<file path="config.mk">
export PLATFORM = sky130hd
export DESIGN_NAME = cu_pipe
export DESIGN_NICKNAME = d
export VERILOG_FILES = /design/src/rtl/cu_pkg.sv /design/src/rtl/cu_decode.sv /design/src/rtl/cu_pipe.sv
export SDC_FILE = /design/constraint.sdc
export NUM_CORES = 1
export LEC_CHECK = 0
export BUFFER_PORTS_ARGS = -buffer_cell sky130_fd_sc_hd__buf_2
export CAP_MARGIN = 20
export CORE_UTILIZATION = 52
export DETAILED_ROUTE_END_ITERATION = 12
export PLACE_DENSITY = 0.86
export SYNTH_ARGS = -nofsm -noshare
export SYNTH_HDL_FRONTEND = slang
export SYNTH_SLANG_ARGS = --single-unit
</file>
<file path="constraint.sdc">
create_clock -name clk -period 6.4 [get_ports clk]
set_input_delay 0.96 -clock clk [delete_from_list [all_inputs] [get_ports clk]]
set_output_delay 0.96 -clock clk [all_outputs]
set_load 0.1 [all_outputs]
</file>
<file path="src/rtl/cu_pkg.sv">
`default_nettype none
// +------------------------------------------------------------------+
// | cu_pkg: opcodes, control-bundle layout and FSM states for cu_pipe |
// | Revision: 1.0                                                     |
// +------------------------------------------------------------------+
package cu_pkg;

   localparam int CU_OPCODE_W  = 6;
   localparam int CU_ALU_SEL_W = 4;
   localparam int CU_WB_SEL_W  = 3;

   typedef logic [CU_OPCODE_W-1:0] opcode_t;

   localparam opcode_t OP_NOP   = 6'h00;
   localparam opcode_t OP_ADD   = 6'h01;
   localparam opcode_t OP_SUB   = 6'h02;
   localparam opcode_t OP_OR    = 6'h03;
   localparam opcode_t OP_AND   = 6'h04;
   localparam opcode_t OP_XOR   = 6'h05;
   localparam opcode_t OP_NOR   = 6'h06;
   localparam opcode_t OP_NAND  = 6'h07;
   localparam opcode_t OP_XNOR  = 6'h08;
   localparam opcode_t OP_INV   = 6'h09;
   localparam opcode_t OP_BSHL  = 6'h0A;
   localparam opcode_t OP_BSHR  = 6'h0B;
   localparam opcode_t OP_SBSHL = 6'h0C;
   localparam opcode_t OP_SBSHR = 6'h0D;
   localparam opcode_t OP_LDIM  = 6'h0E;
   localparam opcode_t OP_LDIMW = 6'h0F;
   localparam opcode_t OP_HALT  = 6'h3F;

   localparam logic [CU_ALU_SEL_W-1:0] ALU_SEL_ADD   = 4'h0;
   localparam logic [CU_ALU_SEL_W-1:0] ALU_SEL_SUB   = 4'h1;
   localparam logic [CU_ALU_SEL_W-1:0] ALU_SEL_OR    = 4'h2;
   localparam logic [CU_ALU_SEL_W-1:0] ALU_SEL_AND   = 4'h3;
   localparam logic [CU_ALU_SEL_W-1:0] ALU_SEL_XOR   = 4'h4;
   localparam logic [CU_ALU_SEL_W-1:0] ALU_SEL_NOR   = 4'h5;
   localparam logic [CU_ALU_SEL_W-1:0] ALU_SEL_NAND  = 4'h6;
   localparam logic [CU_ALU_SEL_W-1:0] ALU_SEL_XNOR  = 4'h7;
   localparam logic [CU_ALU_SEL_W-1:0] ALU_SEL_BSHR  = 4'h8;
   localparam logic [CU_ALU_SEL_W-1:0] ALU_SEL_BSHL  = 4'h9;
   localparam logic [CU_ALU_SEL_W-1:0] ALU_SEL_SBSHL = 4'hA;
   localparam logic [CU_ALU_SEL_W-1:0] ALU_SEL_SBSHR = 4'hB;
   localparam logic [CU_ALU_SEL_W-1:0] ALU_SEL_INV   = 4'hC;

   localparam logic [CU_WB_SEL_W-1:0] WB_SEL_ALU  = 3'b000;
   localparam logic [CU_WB_SEL_W-1:0] WB_SEL_SIMM = 3'b001;
   localparam logic [CU_WB_SEL_W-1:0] WB_SEL_WIMM = 3'b010;

   localparam logic [1:0] IT_NONE = 2'b00;
   localparam logic [1:0] IT_ALU  = 2'b01;
   localparam logic [1:0] IT_LDI  = 2'b10;

   typedef struct packed {
      logic [1:0]              inst_type;
      logic [CU_ALU_SEL_W-1:0] alu_sel;
      logic [CU_WB_SEL_W-1:0]  wb_sel;
      logic                    alu_c_in;
      logic                    alu_enable;
      logic                    reg_read_a;
      logic                    reg_read_b;
      logic                    reg_write;
      logic                    reg_reset;
   } ctrl_t;

   typedef enum logic [1:0] {
      S_DECODE = 2'd0,
      S_IMM    = 2'd1,
      S_HALT   = 2'd2
   } state_t;

   function automatic logic [CU_ALU_SEL_W-1:0] alu_sel_of(input opcode_t op);
      case (op)
         OP_ADD:   alu_sel_of = ALU_SEL_ADD;
         OP_SUB:   alu_sel_of = ALU_SEL_SUB;
         OP_OR:    alu_sel_of = ALU_SEL_OR;
         OP_AND:   alu_sel_of = ALU_SEL_AND;
         OP_XOR:   alu_sel_of = ALU_SEL_XOR;
         OP_NOR:   alu_sel_of = ALU_SEL_NOR;
         OP_NAND:  alu_sel_of = ALU_SEL_NAND;
         OP_XNOR:  alu_sel_of = ALU_SEL_XNOR;
         OP_INV:   alu_sel_of = ALU_SEL_INV;
         OP_BSHL:  alu_sel_of = ALU_SEL_BSHL;
         OP_BSHR:  alu_sel_of = ALU_SEL_BSHR;
         OP_SBSHL: alu_sel_of = ALU_SEL_SBSHL;
         OP_SBSHR: alu_sel_of = ALU_SEL_SBSHR;
         default:  alu_sel_of = ALU_SEL_ADD;
      endcase
   endfunction

endpackage
`default_nettype wire

</file>
<file path="src/rtl/cu_decode.sv">
`default_nettype none
// +------------------------------------------------------------------+
// | cu_decode: combinational opcode -> control bundle and class flags |
// | Revision: 1.0                                                     |
// +------------------------------------------------------------------+
module cu_decode
   import cu_pkg::*;
(
   input  logic [CU_OPCODE_W-1:0] i_opcode,
   output ctrl_t                  o_ctrl,
   output logic                   o_is_nop,
   output logic                   o_is_ldimw,
   output logic                   o_is_halt,
   output logic                   o_is_illegal
);

   always_comb begin
      o_ctrl       = '0;
      o_is_nop     = 1'b0;
      o_is_ldimw   = 1'b0;
      o_is_halt    = 1'b0;
      o_is_illegal = 1'b0;
      // The ALU opcodes occupy one contiguous block.
      if (i_opcode >= OP_ADD && i_opcode <= OP_SBSHR) begin
         o_ctrl.inst_type  = IT_ALU;
         o_ctrl.alu_sel    = alu_sel_of(i_opcode);
         o_ctrl.wb_sel     = WB_SEL_ALU;
         o_ctrl.alu_enable = 1'b1;
         o_ctrl.reg_read_a = 1'b1;
         o_ctrl.reg_read_b = (i_opcode != OP_INV);
         o_ctrl.reg_write  = 1'b1;
      end else begin
         case (i_opcode)
            OP_NOP:   o_is_nop   = 1'b1;
            OP_LDIMW: o_is_ldimw = 1'b1;
            OP_HALT:  o_is_halt  = 1'b1;
            OP_LDIM: begin
               o_ctrl.inst_type = IT_LDI;
               o_ctrl.wb_sel    = WB_SEL_SIMM;
               o_ctrl.reg_write = 1'b1;
            end
            default:  o_is_illegal = 1'b1;
         endcase
      end
   end

endmodule
`default_nettype wire

</file>
<file path="src/rtl/cu_pipe.sv">
`default_nettype none
// +------------------------------------------------------------------+
// | cu_pipe: registered, handshaked control unit with LDIMW/HALT FSM  |
// | Revision: 1.0                                                     |
// +------------------------------------------------------------------+
module cu_pipe
   import cu_pkg::*;
#(
   parameter int WORD_W    = 16,
   parameter int OPCODE_W  = 6,
   parameter int ALU_SEL_W = 4,
   parameter int WB_SEL_W  = 3
) (
   input  logic                 clk,
   input  logic                 rst,
   input  logic                 in_valid,
   output logic                 in_ready,
   input  logic [WORD_W-1:0]    in_word,
   output logic                 out_valid,
   input  logic                 out_ready,
   output logic [1:0]           inst_type,
   output logic [ALU_SEL_W-1:0] alu_sel,
   output logic [WB_SEL_W-1:0]  wb_sel,
   output logic                 alu_c_in,
   output logic                 alu_enable,
   output logic                 reg_read_a,
   output logic                 reg_read_b,
   output logic                 reg_write,
   output logic                 reg_reset,
   output logic [WORD_W-1:0]    out_imm,
   output logic                 illegal,
   output logic                 halted
);

   localparam int IMM_W = WORD_W - OPCODE_W;

   state_t              r_state;
   ctrl_t               r_ctrl;
   logic [WORD_W-1:0]   r_imm;
   logic                r_out_valid;
   logic                r_illegal;
   logic                r_halted;

   ctrl_t               w_dec;
   logic                w_is_nop;
   logic                w_is_ldimw;
   logic                w_is_halt;
   logic                w_is_illegal;
   logic                w_accept;
   logic [CU_OPCODE_W-1:0] w_opcode;
   logic [WORD_W-1:0]   w_short_imm;
   ctrl_t               w_wide_ctrl;

   assign w_opcode    = CU_OPCODE_W'(in_word[WORD_W-1 -: OPCODE_W]);
   assign w_short_imm = {{OPCODE_W{1'b0}}, in_word[IMM_W-1:0]};
   assign in_ready    = (r_state != S_HALT) && (!r_out_valid || out_ready);
   assign w_accept    = in_valid && in_ready;

   always_comb begin
      w_wide_ctrl           = '0;
      w_wide_ctrl.inst_type = IT_LDI;
      w_wide_ctrl.wb_sel    = WB_SEL_WIMM;
      w_wide_ctrl.reg_write = 1'b1;
   end

   cu_decode u_decode (
      .i_opcode     (w_opcode),
      .o_ctrl       (w_dec),
      .o_is_nop     (w_is_nop),
      .o_is_ldimw   (w_is_ldimw),
      .o_is_halt    (w_is_halt),
      .o_is_illegal (w_is_illegal)
   );

   // Backpressure freezes everything because in_ready drops, so no accept occurs.
   always_ff @(posedge clk) begin
      if (rst) begin
         r_state     <= S_DECODE;
         r_ctrl      <= '0;
         r_imm       <= '0;
         r_out_valid <= 1'b0;
         r_illegal   <= 1'b0;
         r_halted    <= 1'b0;
      end else begin
         if (r_out_valid && out_ready) begin
            r_out_valid <= 1'b0;
         end
         if (w_accept) begin
            case (r_state)
               S_DECODE: begin
                  if (w_is_ldimw) begin
                     r_state <= S_IMM;
                  end else if (w_is_halt) begin
                     r_halted <= 1'b1;
                     r_state  <= S_HALT;
                  end else if (w_is_illegal) begin
                     r_illegal <= 1'b1;
                  end else if (!w_is_nop) begin
                     r_ctrl      <= w_dec;
                     r_imm       <= (w_dec.wb_sel == WB_SEL_SIMM) ? w_short_imm : '0;
                     r_out_valid <= 1'b1;
                  end
               end
               S_IMM: begin
                  r_ctrl      <= w_wide_ctrl;
                  r_imm       <= in_word;
                  r_out_valid <= 1'b1;
                  r_state     <= S_DECODE;
               end
               default: r_state <= r_state;
            endcase
         end
      end
   end

   assign out_valid  = r_out_valid;
   assign inst_type  = r_ctrl.inst_type;
   assign alu_sel    = ALU_SEL_W'(r_ctrl.alu_sel);
   assign wb_sel     = WB_SEL_W'(r_ctrl.wb_sel);
   assign alu_c_in   = r_ctrl.alu_c_in;
   assign alu_enable = r_ctrl.alu_enable;
   assign reg_read_a = r_ctrl.reg_read_a;
   assign reg_read_b = r_ctrl.reg_read_b;
   assign reg_write  = r_ctrl.reg_write;
   assign reg_reset  = r_ctrl.reg_reset;
   assign out_imm    = r_imm;
   assign illegal    = r_illegal;
   assign halted     = r_halted;

endmodule
`default_nettype wire
</file>
### Word-level counts from Yosys, hierarchy flattened

Memory sizes are Yosys's and may differ from the RTL's.
Index checks and enable logic that the tools add are counted.
W data, S select, Z words.

| cells by class | value |
|---|---|
| add/subtract/negate cells | 0 |
| $mul | 0 |
| div/mod/pow operators | 0 |
| magnitude comparators | 2 |
| equality and inequality tests | 12 |
| shift-type cells | 0 |
| muxes and demuxes | 38 |
| bitwise operators | 2 |
| reductions and logical operators | 15 |

Operators with widths:

| cell | number |
|---|---|
| $mux W16 | 4 |
| $mux W15 | 4 |
| $pmux W16 S2 | 1 |
| $pmux W15 S2 | 1 |
| $mux W1 | 17 |
| $eq A6 B4 Y1 const B | 2 |
| $mux W10 | 1 |
| $ne A2 B2 Y1 const B | 5 |
| $mux W2 | 4 |
| $mux W4 | 2 |
| $eq A6 B6 Y1 const B | 1 |
| $ge A6 B1 Y1 const B | 1 |
| $le A6 B4 Y1 const B | 1 |
| $logic_not A6 Y1 | 1 |
| $mux W3 | 2 |
| $ne A6 B4 Y1 const B | 1 |
| $reduce_and A6 Y1 | 1 |
| $reduce_and A5 Y1 | 1 |
| $logic_and A1 B1 Y1 | 4 |
| $logic_not A2 Y1 | 2 |
| $pmux W2 S2 | 1 |
| $reduce_and A4 Y1 | 1 |
| $reduce_or A4 Y1 | 1 |
| $eq A3 B1 Y1 const B | 1 |
| 8 further kinds | 9 |

| word-level totals | value |
|---|---|
| register bits after elaboration | 36 |
| latch bits | 0 |
| bits in writable memories | 0 |
| memory bits (read-only) | 64 |
| output and inout port bits | 35 |
| word-level logic and storage cells | 84 |
| memories kept | 1 |

Memories:

| name | depth | bits a word | read ports | clocked after Yosys merged registers in | wr ports | RTL line | RTL |
|---|---|---|---|---|---|---|---|
| (no name shown) | 16 | 4 | 1 | 0 | 0 | cu_pkg.sv:73 | `case (op)` |

### Depth between registers and ports, before layout

Gate-level depths: netlist of the first run.

| depth | value |
|---|---|
| word-level depth | 10 |
| gate-level depth with buffers | 8 |
| depth with buffers taken out | 6 |

### By module

Synthesis of the first run repeated with hierarchy kept, for this count alone.

| unflattened totals | value |
|---|---|
| cells, all modules | 209 |
| area, all modules | 1,739.2 um^2 |

By module, submodules not included:

| module | instances | cells each | area each (um^2) | sequential area each (um^2) |
|---|---|---|---|---|
| cu_pipe | 1 | 159 | 1,388.8 | 720.7 |
| cu_decode | 1 | 50 | 350.3 | 0.0 |

### Worst setup path after synthesis of the first run

OpenSTA, ideal clock, no wires.

| timing | value |
|---|---|
| kind | input -> output |
| start | input out_ready |
| end | output in_ready |
| arrival | 3.328 ns |
| required time | 5.440 ns |
| slack | 2.112 ns |
| stages on the path | 2 |
| path buffers | 0 |
| cell sequence | nand2b_1 a21boi_0 |

| between the ends | value |
|---|---|
| longest elaborated chain between the ends | 2 |

RTL lines:

| what | RTL line | RTL |
|---|---|---|
| from (decl) | cu_pipe.sv:20 | `input logic out_ready,` |
| $logic_or A1 B1 Y1 | cu_pipe.sv:56 | `assign in_ready = (r_state != S_HALT) && (!r_out_valid \|\| out_ready);` |
| $logic_and A1 B1 Y1 | cu_pipe.sv:56 |  |
| to (decl) | cu_pipe.sv:17 | `output logic in_ready,` |

No other way between the ends.

### Worst setup path in the final report of the first run

| timing | value |
|---|---|
| start | input in_word[11] |
| end | register r_ctrl, in the netlist inst_type[1] |

| between the ends | value |
|---|---|
| longest elaborated chain between the ends | 8 |
| elaborated cells between the ends (all ways) | 28 |
| those cells by class | order compare: 2; eq/ne: 7; mux: 15; reduce/logical: 4 |

RTL lines:

| what | RTL line | RTL |
|---|---|---|
| from (decl) | cu_pipe.sv:18 | `input logic [WORD_W-1:0] in_word,` |
| $ge A6 B1 Y1, or another cell as far along | cu_decode.sv:24 | `if (i_opcode >= OP_ADD && i_opcode <= OP_SBSHR) begin` |
| $logic_and A1 B1 Y1 or $mux W2 (tied branches) | cu_decode.sv:24, cu_decode.sv:33 |  |
| $mux W2 | cu_decode.sv:24 |  |
| $mux W15 | cu_pipe.sv:98 | `end else if (!w_is_nop) begin` |
| $mux W15 | cu_pipe.sv:96 | `end else if (w_is_illegal) begin` |
| $mux W15 | cu_pipe.sv:93 | `end else if (w_is_halt) begin` |
| $mux W15 | cu_pipe.sv:91 | `if (w_is_ldimw) begin` |
| $pmux W15 S2 | cu_pipe.sv:89 | `case (r_state)` |
| to (signal assigned) | cu_pipe.sv:99 | `r_ctrl <= w_dec;` |
| to (signal assigned) | cu_pipe.sv:105 | `r_ctrl <= w_wide_ctrl;` |
| to (decl) | cu_pipe.sv:38 | `ctrl_t r_ctrl;` |

Parallel ways exist; a longest one is shown, timed or not. The select of a mux whose other input is x is not followed.
A chain may end at the register's enable or synchronous reset.

==> impl_summary.md, run 1 <==
Outcome
The run finished with clean final reports.

Synthesis
The fraction of synthesis flops using an asynchronous set or reset pin is 0%. The flop and latch count out of synthesis is 31. The mean instance size in the synthesized netlist is a little over 9 um^2.

The number of enable flip-flop cells after synthesis is 0. Sequential elements use 40.33% of the synthesized area. The mux contribution to synthesized area is 11.87%. The main combinational cell family by area after synthesis is simple AND/OR/NAND/NOR gates.

The compound-cell area share of the yosys netlist is 13.25%. The netlist uses 46 different library cells. The synthesized netlist occupies a cell area of 1539 um^2. After Yosys synthesis, and, or, nand and nor cells account for 21.79% of the synthesized area. The area share of fa/ha/maj cells after synthesis is 4.065%. The synthesized instance count is 170. During synthesis, Yosys emitted a total of 0 warnings. The most frequently used flop master after synthesis is sky130_fd_sc_hd__dfxtp_1. After Yosys synthesis, XOR and XNOR cells account for 0% of the synthesized area.

STA
The worst max-slew margin expressed relative to the limit is approximately a third. The worst path uses 48.84% of the clock period. Setup total negative slack on the finished layout was measured at 0 ps. The worst path meets setup with 3274 ps of slack. Setup repair after global routing left no endpoint under its margin.

The maximum clock skew at final layout is 13.57 ps. The final max-slew violation count is 0. The final hold violation count is 0. The minimum clock period is 3126 ps. Setup violations remaining at the end of the flow were counted as 0. The top achievable clock speed is 0.3199 GHz. The transition time of the tightest slew-check pin is 989.8 ps.

Setup path
The critical setup path kind is input port to flop. STA classifies the critical path endpoint as a flop. The top fanout value on the critical path is 20. Setup slack on the worst reg-to-reg path comes out at 4300 ps. STA puts the critical path data arrival time at 3350 ps. Data on the critical path is required at its endpoint by 6630 ps. The critical path starts at in_word[11]. The beginning of the worst register-to-register path is r_state[0]$_SDFFE_PP0P_. The worst setup path is launched from an input port.

Final layout
The total of fill cells in the finished design is 250. In the final design database the tool counted 239 nets. The area used by multi-input combinational logic is 795.8 um^2. The register cell area after layout is around 620 um^2. The number of antenna diodes in the final layout is 0. The area growth from synthesis to layout is 18.46%. The post-route netlist has 29.77% of its cells at a drive strength greater than 1. Cells fill 65.54% of the core in the end. With fillers left out, the area of the finished cells amounts to 1823 um^2.

Clocking
In this run, post-CTS repair resized a total of 0 instances. The clock passes through at most 2 buffers. In this run, post-CTS hold repair placed 0 buffers.

The setup fix buffers added after clock tree synthesis is 0. Counting every sink on the clock net gives 31. Clock latency on the worst-skew pair, taken at its later pin, is 340 ps. The number of clock buffers inserted by TritonCTS is 5. TritonCTS built the clock tree.

After clock tree synthesis, the clock-pin slew on the worst setup and hold paths is 100 ps. The buffer type at the clock tree root is sky130_fd_sc_hd__clkbuf_4. CTS built an H-tree with a depth of 2.

Route
The top routing layer in use is met4. In this run the remaining antenna-violating nets after routing total 0. The first detailed-routing pass ran for 4 iterations.

Dividing the detail-routed via count by the number of cells gives between 5 and 6. For this block, the via count after detailed routing is 1313. In the final routing, the length of wire on met1 measures 1.464 mm. In this run, the number of DRC markers left after iteration 0 of detailed routing was 32. The total length of routed wires is between 3 and 4 mm.

For this run, design rule violations remaining after detail routing come to 0. The detailed-route wire length per cell is 12.48 um. The wire length on met2 is 1.380 mm. Detailed routing placed a total of between 150 and 200 um of wire on met3.

Flow run
The reported max-cap violation count is 0.

Power
The overall power consumption is roughly 420 uW. The power density of the placed cells is 229.0 nW/um^2. The worst-case IR drop observed on VDD is 0.0002007 V. The leakage power total is a little over 0.0009 uW.

GRT
The maximum number of pins on one net before global-route repair is 21. The initial antenna violation count is 0. The first-pass GRT wire length is 5.126 mm.

Global routing finished with a remaining overflow of 0. The via count of the first global-routing pass is 1173. In the global route stage, overall resource usage came out at a little over 20%.

Floorplanning
The vertical extent of the die is 56.40 um. The starting density of the core is 55.33%. The area inside the core boundary is 2781 um^2. The area enclosed by the die boundary is between 3000 and 4000 um^2. The initialized floorplan defines 19 standard-cell rows. 55 I/O pins were placed.

The die span in x is roughly 56 um.

Placed design
The congestion estimate from routability-driven global placement came to 0.7917. The placed instances occupy a cell area of 1737 um^2. The count of buffers added on input and output ports is 51.

Detailed placement ended at an HPWL of ~2.2 mm. At the placement stage, the worst setup path has a slack of 2913 ps.

Worst hold path
The class of the tightest hold or removal check is flop to flop. The start point of the worst min-delay path is wb_sel[1]$_SDFFE_PP0P_.
[sequential cells by signal, summed over array words and instances, names as in the netlist]
| register | flops |
|---|---|
| reg_write | 1 |
| out_valid | 1 |
| wb_sel | 2 |
| illegal | 1 |
| inst_type | 2 |
| out_imm | 16 |
| reg_read_b | 1 |
| halted | 1 |
| alu_sel | 4 |
| r_state | 2 |
[final cells by class]
| cell class | count | area share [%] |
|---|---|---|
| timing repair buffer | 51 | 14.00 |
| sequential | 31 | 34.04 |
| inverter | 7 | 1.441 |
| clock inverter | 2 | 1.922 |
| clock buffer | 6 | 2.814 |
| tap | 31 | 2.128 |
| multi-input combinational | 118 | 43.65 |
[synth_stat cells, drive strengths merged (2+ instances only)]
library cell,count,area share (%)
a21boi,2,0.98
a21oi,7,2.5
a22o,6,3.4
and2,2,0.81
and3,3,1.2
buf,11,5.5
clkbuf,5,1.2
dfxtp,31,40
ha,5,4.1
inv,7,1.7
mux2,2,1.5
mux2i,16,10
nand2,30,7.3
nand2b,2,0.81
nand3,8,2.6
nor2,5,1.4
nor2b,2,0.81
nor3,3,0.98
nor3b,2,0.98
or3,3,1.2
[layout by cell type (no fill, tap or decap), drive strengths merged, types with 2 or more instances in the layout]
| cell type | instances |
|---|---|
| and2 | 2 |
| and3 | 3 |
| nor3 | 3 |
| mux2i | 16 |
| nand3 | 8 |
| inv | 7 |
| a22o | 6 |
| clkbuf | 6 |
| a21oi | 7 |
| ha | 5 |
| dfxtp | 31 |
| conb | 3 |
| mux2 | 2 |
| or3 | 3 |
| nor2b | 2 |
| nor3b | 2 |
| nand2b | 2 |
| nand2 | 30 |
| nor2 | 5 |
| a21boi | 2 |
| buf | 51 |
[layer usage]
layer,global-route usage (%),up-vias
met5,0,-
met3,8.295,5
met4,5.575,0
li1,-,670
met1,26.80,588
met2,31.80,50
[critical path, stage by stage]
cell and delay (ps):
sky130_fd_sc_hd__buf_2 120, sky130_fd_sc_hd__inv_1 90, sky130_fd_sc_hd__ha_1 250, sky130_fd_sc_hd__nor4bb_2 530
sky130_fd_sc_hd__and3_1 260, sky130_fd_sc_hd__or3_1 770, sky130_fd_sc_hd__mux2_1 380
[where the power goes]
part / switching [uW] / total (uW) / internal (uW)
Sequential: 1.08 / 196 / 195
Clock: 66.5 / 159 / 92.3
Combinational: 46.6 / 63.0 / 16.4
Total: 114 / 418 / 303
[worst paths after layout]
kind | endpoint | cells after the start
max reg2reg | inst_type[1]$_SDFFE_PP0P_ | 4
min | wb_sel[1]$_SDFFE_PP0P_ | 1
min reg2reg | wb_sel[1]$_SDFFE_PP0P_ | 1
max | inst_type[1]$_SDFFE_PP0P_ | 7
[stage by stage]
step	cells	hold slack (ps)
floorplan	172	488.5
global placement	238	431.9
detailed placement	238	436.0
CTS	246	462.2
global route	246	478.6
finish	246	455.7
[cells by family after synthesis]
family	after synthesis
AOI/OAI and AO/OA	27
buffers and inverters	23
muxes	18
adders and majority gates	5
DFF	31
and+or+nand+nor	65
other	1
Power figures use the tool's default switching activity.
==> run 2, diff against run 1 <==
Settings changed: CORE_UTILIZATION 52 to 44, PLACE_DENSITY 0.86 to 0.78.
Clock period 6.4 ns to 2.8 ns, I/O delays scaled along.
==> run 2 against run 1 <==
Effect of this change: non-clock buffer count rose by 6; power rose by 130%; hold slack worse by 130 ps; global-route usage fell by 2.4 points; count of clock-buffer cells in the layout unchanged; critical endpoint is now out_imm[1]$_SDFFE_PP0P_; highest routed layer unchanged.
==> impl_summary.md, run 2 (synthesis results as in run 1) <==
STA
The top achievable clock speed is between 0.4 and 0.5 GHz. The final hold violation count is 0. The final setup violation count is 0.

Clock skew on the completed layout was measured at 14.51 ps. The share of the cycle needed by the critical path after routing is 74.83%. The routed design could run at a clock period as short as about 2100 ps. Setup repair after global routing left no endpoint under its margin.

The final max-slew violation count is 0. The sum of negative setup slack is 0 ps.

Power
The share of total power consumed by net switching is 27.51%. Cell internal power was estimated by the tool at about 700 uW. The leakage power total is between 0.0009 and 0.001 uW. Dividing total power by cell area gives a power density of between 500 and 600 nW/um^2. The clock network accounts for 38.0% of the total power. The switching power of the nets is 264.7 uW. The maximum vdd ir drop is between 0.0002 and 0.0003 V.

The sequential cell fraction of total power is 46.5%. Combinational cells account for 15.5% of the total power.

Clocking
The CTS H-tree depth is 2. The buffer type at the clock tree root is sky130_fd_sc_hd__clkbuf_4. The number of setup buffers added after CTS is 0. The total of hold buffers inserted after clock tree synthesis is 0.

The clock reaches the later pin of the worst-skew pair after about 330 ps. The TritonCTS sink count is 31. Post-CTS repair changed the size of 0 cells. In this run the deepest clock path goes through 2 buffers. The number of clock buffers inserted by TritonCTS is 5.

TritonCTS built the clock tree. The clock-pin transition on the worst setup and hold timing paths is 100 ps.

Route
The detailed router finished its first iteration with 59 violations. In this run the remaining antenna-violating nets after routing total 0. In the routed design, unresolved DRC markers number 0.

After detailed routing, the total wire length is 3.174 mm. The first detailed-routing pass took 4 iterations. The detailed-route wire length per cell is between 10 and 15 um. The via density per instance is 5.004. The routed layout has around 1300 vias.

Floorplanning
The die span in x is a little over 60 um. The area inside the core boundary is 3337 um^2. The vertical extent of the die is between 60 and 70 um. The top-level I/O count is 55.

The floorplan step defined a die boundary enclosing 3738 um^2. Once the floorplan was initialized, standard cells occupied 46.12% of the core. In this run the core area contains 21 standard-cell rows.

Setup path
The kind of capture point of the worst setup path is a flop. On the worst path, the slowest cell contributes a delay of 570 ps. The setup path with the least slack is of type input port to flop.

The highest-delay cell along the critical path is sky130_fd_sc_hd__or4b_4. The signal on the critical path passes through buf_2, inv_1, ha_1, or4b_4, a21oi_2, or3_1, buf_4, mux2i_1. Data on the critical path arrives at its endpoint at about 2400 ps. The endpoint required time on the critical path is 3060 ps. Along the worst path, the maximum fanout reaches 8. The worst setup path is launched from an input port.

Final layout
The most frequent standard cell in the layout excluding fill and tap cells is sky130_fd_sc_hd__buf_2. For this run, the share of the core covered by cells in the final layout is 56.66%. Cells with a size suffix above 1 make up 32.13% of the layout. Compared with the post-synthesis result, the final layout area differs by 22.85%. After the last flow step, the layout net total stands at 245. The filler cells instantiated in the layout total between 300 and 400.

The number of antenna cells inserted is 0. The register with the most flip-flops in the layout has 16 of them. The top cell types in the final layout, fill and taps aside, are sky130_fd_sc_hd__buf_2, sky130_fd_sc_hd__dfxtp_1, sky130_fd_sc_hd__nand2_1, sky130_fd_sc_hd__mux2i_1, sky130_fd_sc_hd__nand3_1.

Placed design
Once detailed placement completed, the half-perimeter wirelength came to 2.315 mm. The routability congestion estimate from global placement is slightly below 0.8. The number of buffers added on ports is just over 50.

GRT
The first-pass GRT wire length is a little over 5 mm. The initial antenna violation count is 0. The global-route total usage across every layer is 18.20%.

The global-route congestion overflow total is 0. The via count of the first global-routing pass is 1095. The maximum number of pins on one net before global-route repair is 20.

Worst hold path
The tightest min-delay check is of the input port to flop type.

Flow run
The reported max-cap violation count is 0.

Outcome
The flow ran to the end, and the final reports show no timing, DRC or antenna violations.
## run 2: cell types whose count changed in the layout (fill, tap and decap cells not counted)
cell	previous run	this run
sky130_fd_sc_hd__buf_4	0	6
sky130_fd_sc_hd__a21boi_2	0	1
sky130_fd_sc_hd__a21boi_0	1	0
## run 2: critical path: cells and delay by family
| kind | cells | cell delay, ps |
|---|---|---|
| buffers and inverters | 3 | 450 |
| muxes | 1 | 210 |
| adders and majority gates | 1 | 240 |
| and+or+nand+nor | 2 | 870 |
| AOI/OAI and AO/OA | 1 | 160 |
## run 2: metrics by stage
step           power (uW)  area [um^2]  std cells  setup WS [ps]  hold slack (ps)
5_1_grt             997.9         1891        267          555.1            311.2
4_1_cts             968.5         1891        267          696.9            309.8
6_report            962.1         1891        267          704.7            320.7
3_3_place_gp        604.9         1804        259          444.5            432.0
2_1_floorplan       576.6         1550        172          563.0            503.0
3_5_place_dp        605.4         1804        259          356.0            437.4
## run 2: per-layer routing
| layer | vias up | wire (um) | global-route usage, % |
|---|---|---|---|
| met5 | - | 0 | 0 |
| met4 | 0 | 53 | 7.468 |
| met2 | 46 | 1410 | 25.62 |
| li1 | 684 | - | - |
| met1 | 600 | 1524 | 25.87 |
| met3 | 6 | 185 | 5.252 |
## run 2: layout make-up
| cell class | instances | area, um^2 | share of cell area, % |
|---|---|---|---|
| timing repair buffer | 57 | 300.3 | 15.88 |
| sequential | 31 | 620.6 | 32.83 |
| inverter | 7 | 26.28 | 1.390 |
| clock buffer | 6 | 51.30 | 2.713 |
| tap | 46 | 57.56 | 3.044 |
| clock inverter | 2 | 35.03 | 1.853 |
| multi-input combinational | 118 | 799.5 | 42.29 |
## run 2: worst paths after layout
| check | cells after the start | slack [ps] | startpoint | endpoint |
|---|---|---|---|---|
| min | 3 | 320 | in_word[9] | out_imm[9]$_SDFFE_PP0P_ |
| max reg2reg | 5 | 1040 | r_state[0]$_SDFFE_PP0P_ | out_imm[1]$_SDFFE_PP0P_ |
| max | 8 | 700 | in_word[11] | out_imm[1]$_SDFFE_PP0P_ |
| min reg2reg | 2 | 450 | reg_write$_SDFFE_PP0P_ | reg_write$_SDFFE_PP0P_ |
## run 2: power groups by stage
stage / combinational (uW) / sequential (uW) / clock [uW]
finish: 149 / 447 / 366
global route: 160 / 448 / 389
CTS: 149 / 447 / 372
detailed placement: 148 / 458 / 0
global placement: 148 / 457 / 0
floorplan: 87.7 / 489 / 0
